===== src/rtl/lcd_bus_driver_if.sv =====
// lcd_bus_driver_if -- request/handshake bundle for lcd_bus_driver.
//   start : request to transfer one byte (sampled only while idle)
//   rs    : register select for the request (0 command, 1 data)
//   data  : byte for the request
//   done  : one-cycle completion pulse
//   busy  : driver is not idle
// Modports: master (requester), slave (driver).
interface lcd_bus_driver_if;
  logic       start;
  logic       rs;
  logic [7:0] data;
  logic       done;
  logic       busy;

  modport master (output start, rs, data, input done, busy);
  modport slave  (input start, rs, data, output done, busy);
endinterface


===== src/rtl/lcd_bus_driver.sv =====
// lcd_bus_driver -- HD44780 write-only bus sequencer.
// One accepted request walks IDLE -> SETUP -> PULSE -> HOLD -> WAIT -> DONE
// with a single shared 17-bit down-counter timing every state.
// Ports:
//   clk, reset        : clock, asynchronous active-high reset
//   req (slave)       : start/rs/data in, done/busy out
//   LCD_RS/RW/EN/DATA : HD44780 bus (RW tied low)
// Build option: define LCD_LONG_CMD_EN to give clear/home commands
// (rs=0, data 0x01..0x03) the LONG_CYC execution wait instead of EXEC_CYC.
module lcd_bus_driver #(
  parameter int SETUP_CYC = 2,
  parameter int EN_CYC    = 25,
  parameter int HOLD_CYC  = 2,
  parameter int EXEC_CYC  = 2000,
  parameter int LONG_CYC  = 82000
) (
  input  logic              clk,
  input  logic              reset,
  lcd_bus_driver_if.slave   req,
  output logic              LCD_RS,
  output logic              LCD_RW,
  output logic              LCD_EN,
  output logic [7:0]        LCD_DATA
);
  typedef enum logic [2:0] {IDLE, SETUP, PULSE, HOLD, WAIT, DONE} state_t;

  // Reload values are N-1: a state is left on the edge that sees cnt==0,
  // so it lasts exactly N cycles.
  localparam logic [16:0] SETUP_LD = 17'(SETUP_CYC - 1);
  localparam logic [16:0] EN_LD    = 17'(EN_CYC - 1);
  localparam logic [16:0] HOLD_LD  = 17'(HOLD_CYC - 1);
  localparam logic [16:0] EXEC_LD  = 17'(EXEC_CYC - 1);
  localparam logic [16:0] LONG_LD  = 17'(LONG_CYC - 1);

  state_t      state, state_nxt;
  logic [16:0] cnt, cnt_nxt;
  logic [16:0] wait_ld;
  logic        latch;

`ifdef LCD_LONG_CMD_EN
  // Classified from the latched bus values, which are stable for the
  // whole transfer.
  logic is_long;
  assign is_long = !LCD_RS && (LCD_DATA[7:2] == 6'd0) && (LCD_DATA != 8'd0);
  assign wait_ld = is_long ? LONG_LD : EXEC_LD;
`else
  // Clear/home commands get no special treatment in this build.
  assign wait_ld = (LONG_LD == EXEC_LD) ? EXEC_LD : EXEC_LD;
`endif

  always_comb begin
    state_nxt = state;
    cnt_nxt   = (cnt != 17'd0) ? cnt - 17'd1 : cnt;
    latch     = 1'b0;
    case (state)
      IDLE:  if (req.start) begin
               state_nxt = SETUP;
               cnt_nxt   = SETUP_LD;
               latch     = 1'b1;
             end
      SETUP: if (cnt == 17'd0) begin state_nxt = PULSE; cnt_nxt = EN_LD;   end
      PULSE: if (cnt == 17'd0) begin state_nxt = HOLD;  cnt_nxt = HOLD_LD; end
      HOLD:  if (cnt == 17'd0) begin state_nxt = WAIT;  cnt_nxt = wait_ld; end
      WAIT:  if (cnt == 17'd0) begin state_nxt = DONE;  cnt_nxt = 17'd0;   end
      DONE:  state_nxt = IDLE;
      default: state_nxt = IDLE;
    endcase
  end

  // EN and done are registered from the next state so both are glitch-free
  // and aligned with the state they belong to.
  always_ff @(posedge clk or posedge reset) begin
    if (reset) begin
      state    <= IDLE;
      cnt      <= 17'd0;
      LCD_EN   <= 1'b0;
      LCD_RS   <= 1'b0;
      LCD_DATA <= 8'h00;
      req.done <= 1'b0;
    end else begin
      state    <= state_nxt;
      cnt      <= cnt_nxt;
      LCD_EN   <= (state_nxt == PULSE);
      req.done <= (state_nxt == DONE);
      if (latch) begin
        LCD_RS   <= req.rs;
        LCD_DATA <= req.data;
      end
    end
  end

  assign req.busy = (state != IDLE);
  assign LCD_RW   = 1'b0;
endmodule


===== src/flat_wrapper.sv =====
// flat-port wrapper written by rule: the top's interface ports become plain ports
module lcd_bus_driver_flat 
#(
  parameter int SETUP_CYC = 2,
  parameter int EN_CYC    = 25,
  parameter int HOLD_CYC  = 2,
  parameter int EXEC_CYC  = 2000,
  parameter int LONG_CYC  = 82000
)
  (clk, reset, LCD_RS, LCD_RW, LCD_EN, LCD_DATA, req_start, req_rs, req_data, req_done, req_busy);
  lcd_bus_driver_if req_i ();
  input  logic clk;
  input  logic reset;
  output logic LCD_RS;
  output logic LCD_RW;
  output logic LCD_EN;
  output logic [7:0] LCD_DATA;
  input wire logic [$bits(req_i.start)-1:0] req_start;
  input wire logic [$bits(req_i.rs)-1:0] req_rs;
  input wire logic [$bits(req_i.data)-1:0] req_data;
  output wire logic [$bits(req_i.done)-1:0] req_done;
  output wire logic [$bits(req_i.busy)-1:0] req_busy;
  assign req_i.start = req_start;
  assign req_i.rs = req_rs;
  assign req_i.data = req_data;
  assign req_done = req_i.done;
  assign req_busy = req_i.busy;
  lcd_bus_driver #(.SETUP_CYC(SETUP_CYC), .EN_CYC(EN_CYC), .HOLD_CYC(HOLD_CYC), .EXEC_CYC(EXEC_CYC), .LONG_CYC(LONG_CYC)) u_core (.clk(clk), .reset(reset), .req(req_i), .LCD_RS(LCD_RS), .LCD_RW(LCD_RW), .LCD_EN(LCD_EN), .LCD_DATA(LCD_DATA));
endmodule

===== config.mk =====
export PLATFORM = sky130hd
export DESIGN_NAME = lcd_bus_driver_flat
export DESIGN_NICKNAME = d
export VERILOG_FILES = /design/src/rtl/lcd_bus_driver_if.sv /design/src/rtl/lcd_bus_driver.sv /design/src/flat_wrapper.sv
export SDC_FILE = /design/constraint.sdc
export NUM_CORES = 1
export LEC_CHECK = 0
export CAP_MARGIN = 25
export CORE_MARGIN = 3
export CORE_UTILIZATION = 30
export CTS_BUF_LIST = sky130_fd_sc_hd__clkbuf_8 sky130_fd_sc_hd__clkbuf_16
export CTS_CLUSTER_DIAMETER = 200
export DETAILED_ROUTE_END_ITERATION = 8
export SYNTH_ARGS = -nofsm -noshare
export SYNTH_HDL_FRONTEND = slang
export SYNTH_SLANG_ARGS = --single-unit

===== constraint.sdc =====
create_clock -name clk -period 7.3 [get_ports clk]
set_input_delay 1.825 -clock clk [delete_from_list [all_inputs] [get_ports clk]]
set_output_delay 1.825 -clock clk [all_outputs]
set_load 0.05 [all_outputs]

==> flow_summary.toml <==
[synth]
synth-main-ff-cell = "dfrtp_1"
ys_types = 38
synthArstFlopShare = 1.00
synth_edf_count = 0
synth_nets = 192
yosysTopAreaCell = "dfrtp_1"
yosys_warnings = 0
synth_area_per_cell_sq_um = 8.90
ys_seq_area_frac = 0.492
syn_inst = 177
synth_common_cells = "nand2_1 (38), dfrtp_1 (31), nor2_1 (13), nor3_1 (10), a21oi_1 (9)"
synth_area_sq_um = 1580
yosys.area.top_type_share = 0.492
ys_seq_elements = 31
synth.area.top_cells = "dfrtp_1 (49%), nand2_1 (9.1%), nor3_1 (3.2%)"
yosysMostFrequentCell = "nand2_1"

[worst_setup_path]
end_kind = "primary output"
crit_chain = "nor3_1 -> inv_1 -> clkdlybuf4s50_1"
r2r_end = "u_core.cnt[0]"
r2r-start = "u_core.cnt[0]"
arrival_ns = 1.88
cp_top_family = "buffers and inverters"
crit_slowest_cell = "clkdlybuf4s50_1"
worst-path-max-fanout = 11
required_ns = 5.48
slowest_delay_ns = 0.71
critPathLaunchType = "flip-flop"
reg2reg_slack_ns = 4.80
worst-path-buf-inv = 2
r2r_cells = 9
path_class = "reg2out"

[routing]
drtIter0Drc = 107
drt-pass1-iter-count = 4
post_drt_via_cell_ratio = 4.87
num_vias = 1311
drt-wirelength-per-cell_microns = 13.0
ant_nets = 0
drcViolationCount = 0
routed_wirelength_microns = 3480

[global_route]
grt_max_degree = 32
grt_first_pass_wirelength_microns = 5910
antenna_found_initial = 0
grt-ovfl-total = 0
grt_pass1_vias = 1322
grtUsageTotal = 0.122

[layout]
diodes = 0
fillers = 527
fin_nets = 216
regArea_sq_um = 776
multiInputGateArea_sq_um = 738
area_growth_pct = 24.8
stdcell_area_sq_um = 1970
drive_above_1_share = 0.0693

[timing]
max_slew_margin = 0.493
fin_crit_ns = 3.70
setup_viol = 0
fmax_mhz = 270
tightestPinTransition_ns = 0.754
final_hold_viol_count = 0
skew_ns = 0.00735
rsz0062_at_grt = "no"
fin_crit_sh = 0.507
fin_tns_setup_ns = 0
slew_violations = 0

[pwr]
power_mw = 0.877
internal-power_mw = 0.486
p_sw_frac = 0.446
clockPowerShare = 0.166
irDropWorstVdd_mv = 0.178
combPwrFrac = 0.486
p_per_area_nw_per_um2 = 446
seqPwrFrac = 0.348
switchingPower_mw = 0.391
power.leakage_nw = 0.874

[clock_network]
ctsLongestPathBuffers = 2
cts-root-buf = "clkbuf_8"
cts_buffers = 5
insertion_delay_ns = 0.28
cts.sinks = 31
cts_tree = "yes"
cts_setup_buffers = 0
ctsResizeCount = 0
postCtsHoldBufs = 0
htree_levels = 2
clk_pin_slew_ns = 0.06

[floorplan]
pin_count = 25
die-width_microns = 78.5
die_y_microns = 78.5
die_area_sq_um = 6160
initial_core_util = 0.321
coreArea_sq_um = 4910
num_rows = 25

[job]
max_cap_viol_count = 0

[status]
outcome = "complete, no violations"

[min_path]
holdPathStages = 2
min_to = "u_core.LCD_DATA[0]"
hold_path_class = "reg2reg"
min_from = "u_core.LCD_DATA[0]"

[placed_design]
place_congestion = 0.772
io_buffers = 23
dpl_cell_area_sq_um = 1870
dpl.hpwl_microns = 2440
==> sequential cells by signal (all words and copies together) (netlist names) <==
register         flops
u_core.req.done      1
u_core.LCD_DATA      8
u_core.cnt          17
u_core.state         3
u_core.LCD_EN        1
u_core.LCD_RS        1
==> placed cells by master, fill, tap and decap left out, types with 2 or more instances in the layout <==
master           count
o21ai_0              8
inv_1                8
nor2_1              13
dfrtp_1             31
a211oi_1             3
nor3_1              10
xnor2_1              5
a21oi_1              9
nor4_1               4
o31ai_1              2
o311a_1              2
clkbuf_8             7
nand3_1              6
nand2_1             38
or3_1                5
o22ai_1              2
clkdlybuf4s50_1     23
or4_1                3
ha_1                 3
and2_1               2
==> stage by stage <==
step | worst slack [ns] | cells | hold slack, ns | utilization
detailed placement | 3.90 | 261 | 0.466 | 0.380
finish | 3.60 | 269 | 0.473 | 0.400
global placement | 3.93 | 261 | 0.460 | 0.380
floorplan | 4.57 | 177 | 0.506 | -
CTS | 3.58 | 269 | 0.481 | 0.400
global route | 3.49 | 269 | 0.513 | 0.400
==> worst max-delay path by stage <==
| stage | slack (ns) | to | start | cells past startpoint |
|---|---|---|---|---|
| floorplan | 4.57 | req_busy | u_core.state[0] | 2 |
| global placement | 3.93 | req_busy | u_core.state[1] | 3 |
| detailed placement | 3.90 | req_busy | u_core.state[1] | 3 |
| CTS | 3.58 | req_busy | u_core.state[1] | 3 |
| global route | 3.49 | req_busy | u_core.state[1] | 3 |
| finish | 3.60 | req_busy | u_core.state[1] | 3 |
==> power by group through the flow <==
| stage | sequential, mW | clock (mW) | combinational (mW) |
|---|---|---|---|
| floorplan | 0.376 | 0 | 0.237 |
| global placement | 0.305 | 0 | 0.422 |
| detailed placement | 0.306 | 0 | 0.427 |
| CTS | 0.305 | 0.152 | 0.429 |
| global route | 0.315 | 0.158 | 0.468 |
| finish | 0.305 | 0.145 | 0.426 |
==> worst min-delay path, stage by stage, from the launching register on <==
cell	delay, ns
dfrtp_1	0.34
nand2_1	0.05
nand2_1	0.05
==> layer usage <==
metal,part of all wire,global-route usage,vias up
met4,0.0092,0.0420,0
met3,0.029,0.0356,5
met2,0.46,0.196,20
met5,0,0,-
li1,-,-,666
met1,0.50,0.157,620
==> layout make-up <==
cell class	instances	area share
clock inverter	1	0.00191
timing repair buffer	24	0.121
multi-input combinational	131	0.376
tap	67	0.0426
sequential	31	0.395
inverter	8	0.0153
clock buffer	7	0.0490
==> kinds of logic after synthesis <==
logic type,synth area share
AO/OA/AOI/OAI,0.137
XOR/XNOR,0.0334
adder cells (fa/ha/maj),0.0238
buffers and inverters,0.0389
flip-flops,0.492
multiplexers,0.00635
other,0.00238
AND/OR/NAND/NOR,0.266
No activity file was read; power rests on OpenSTA's default activity.
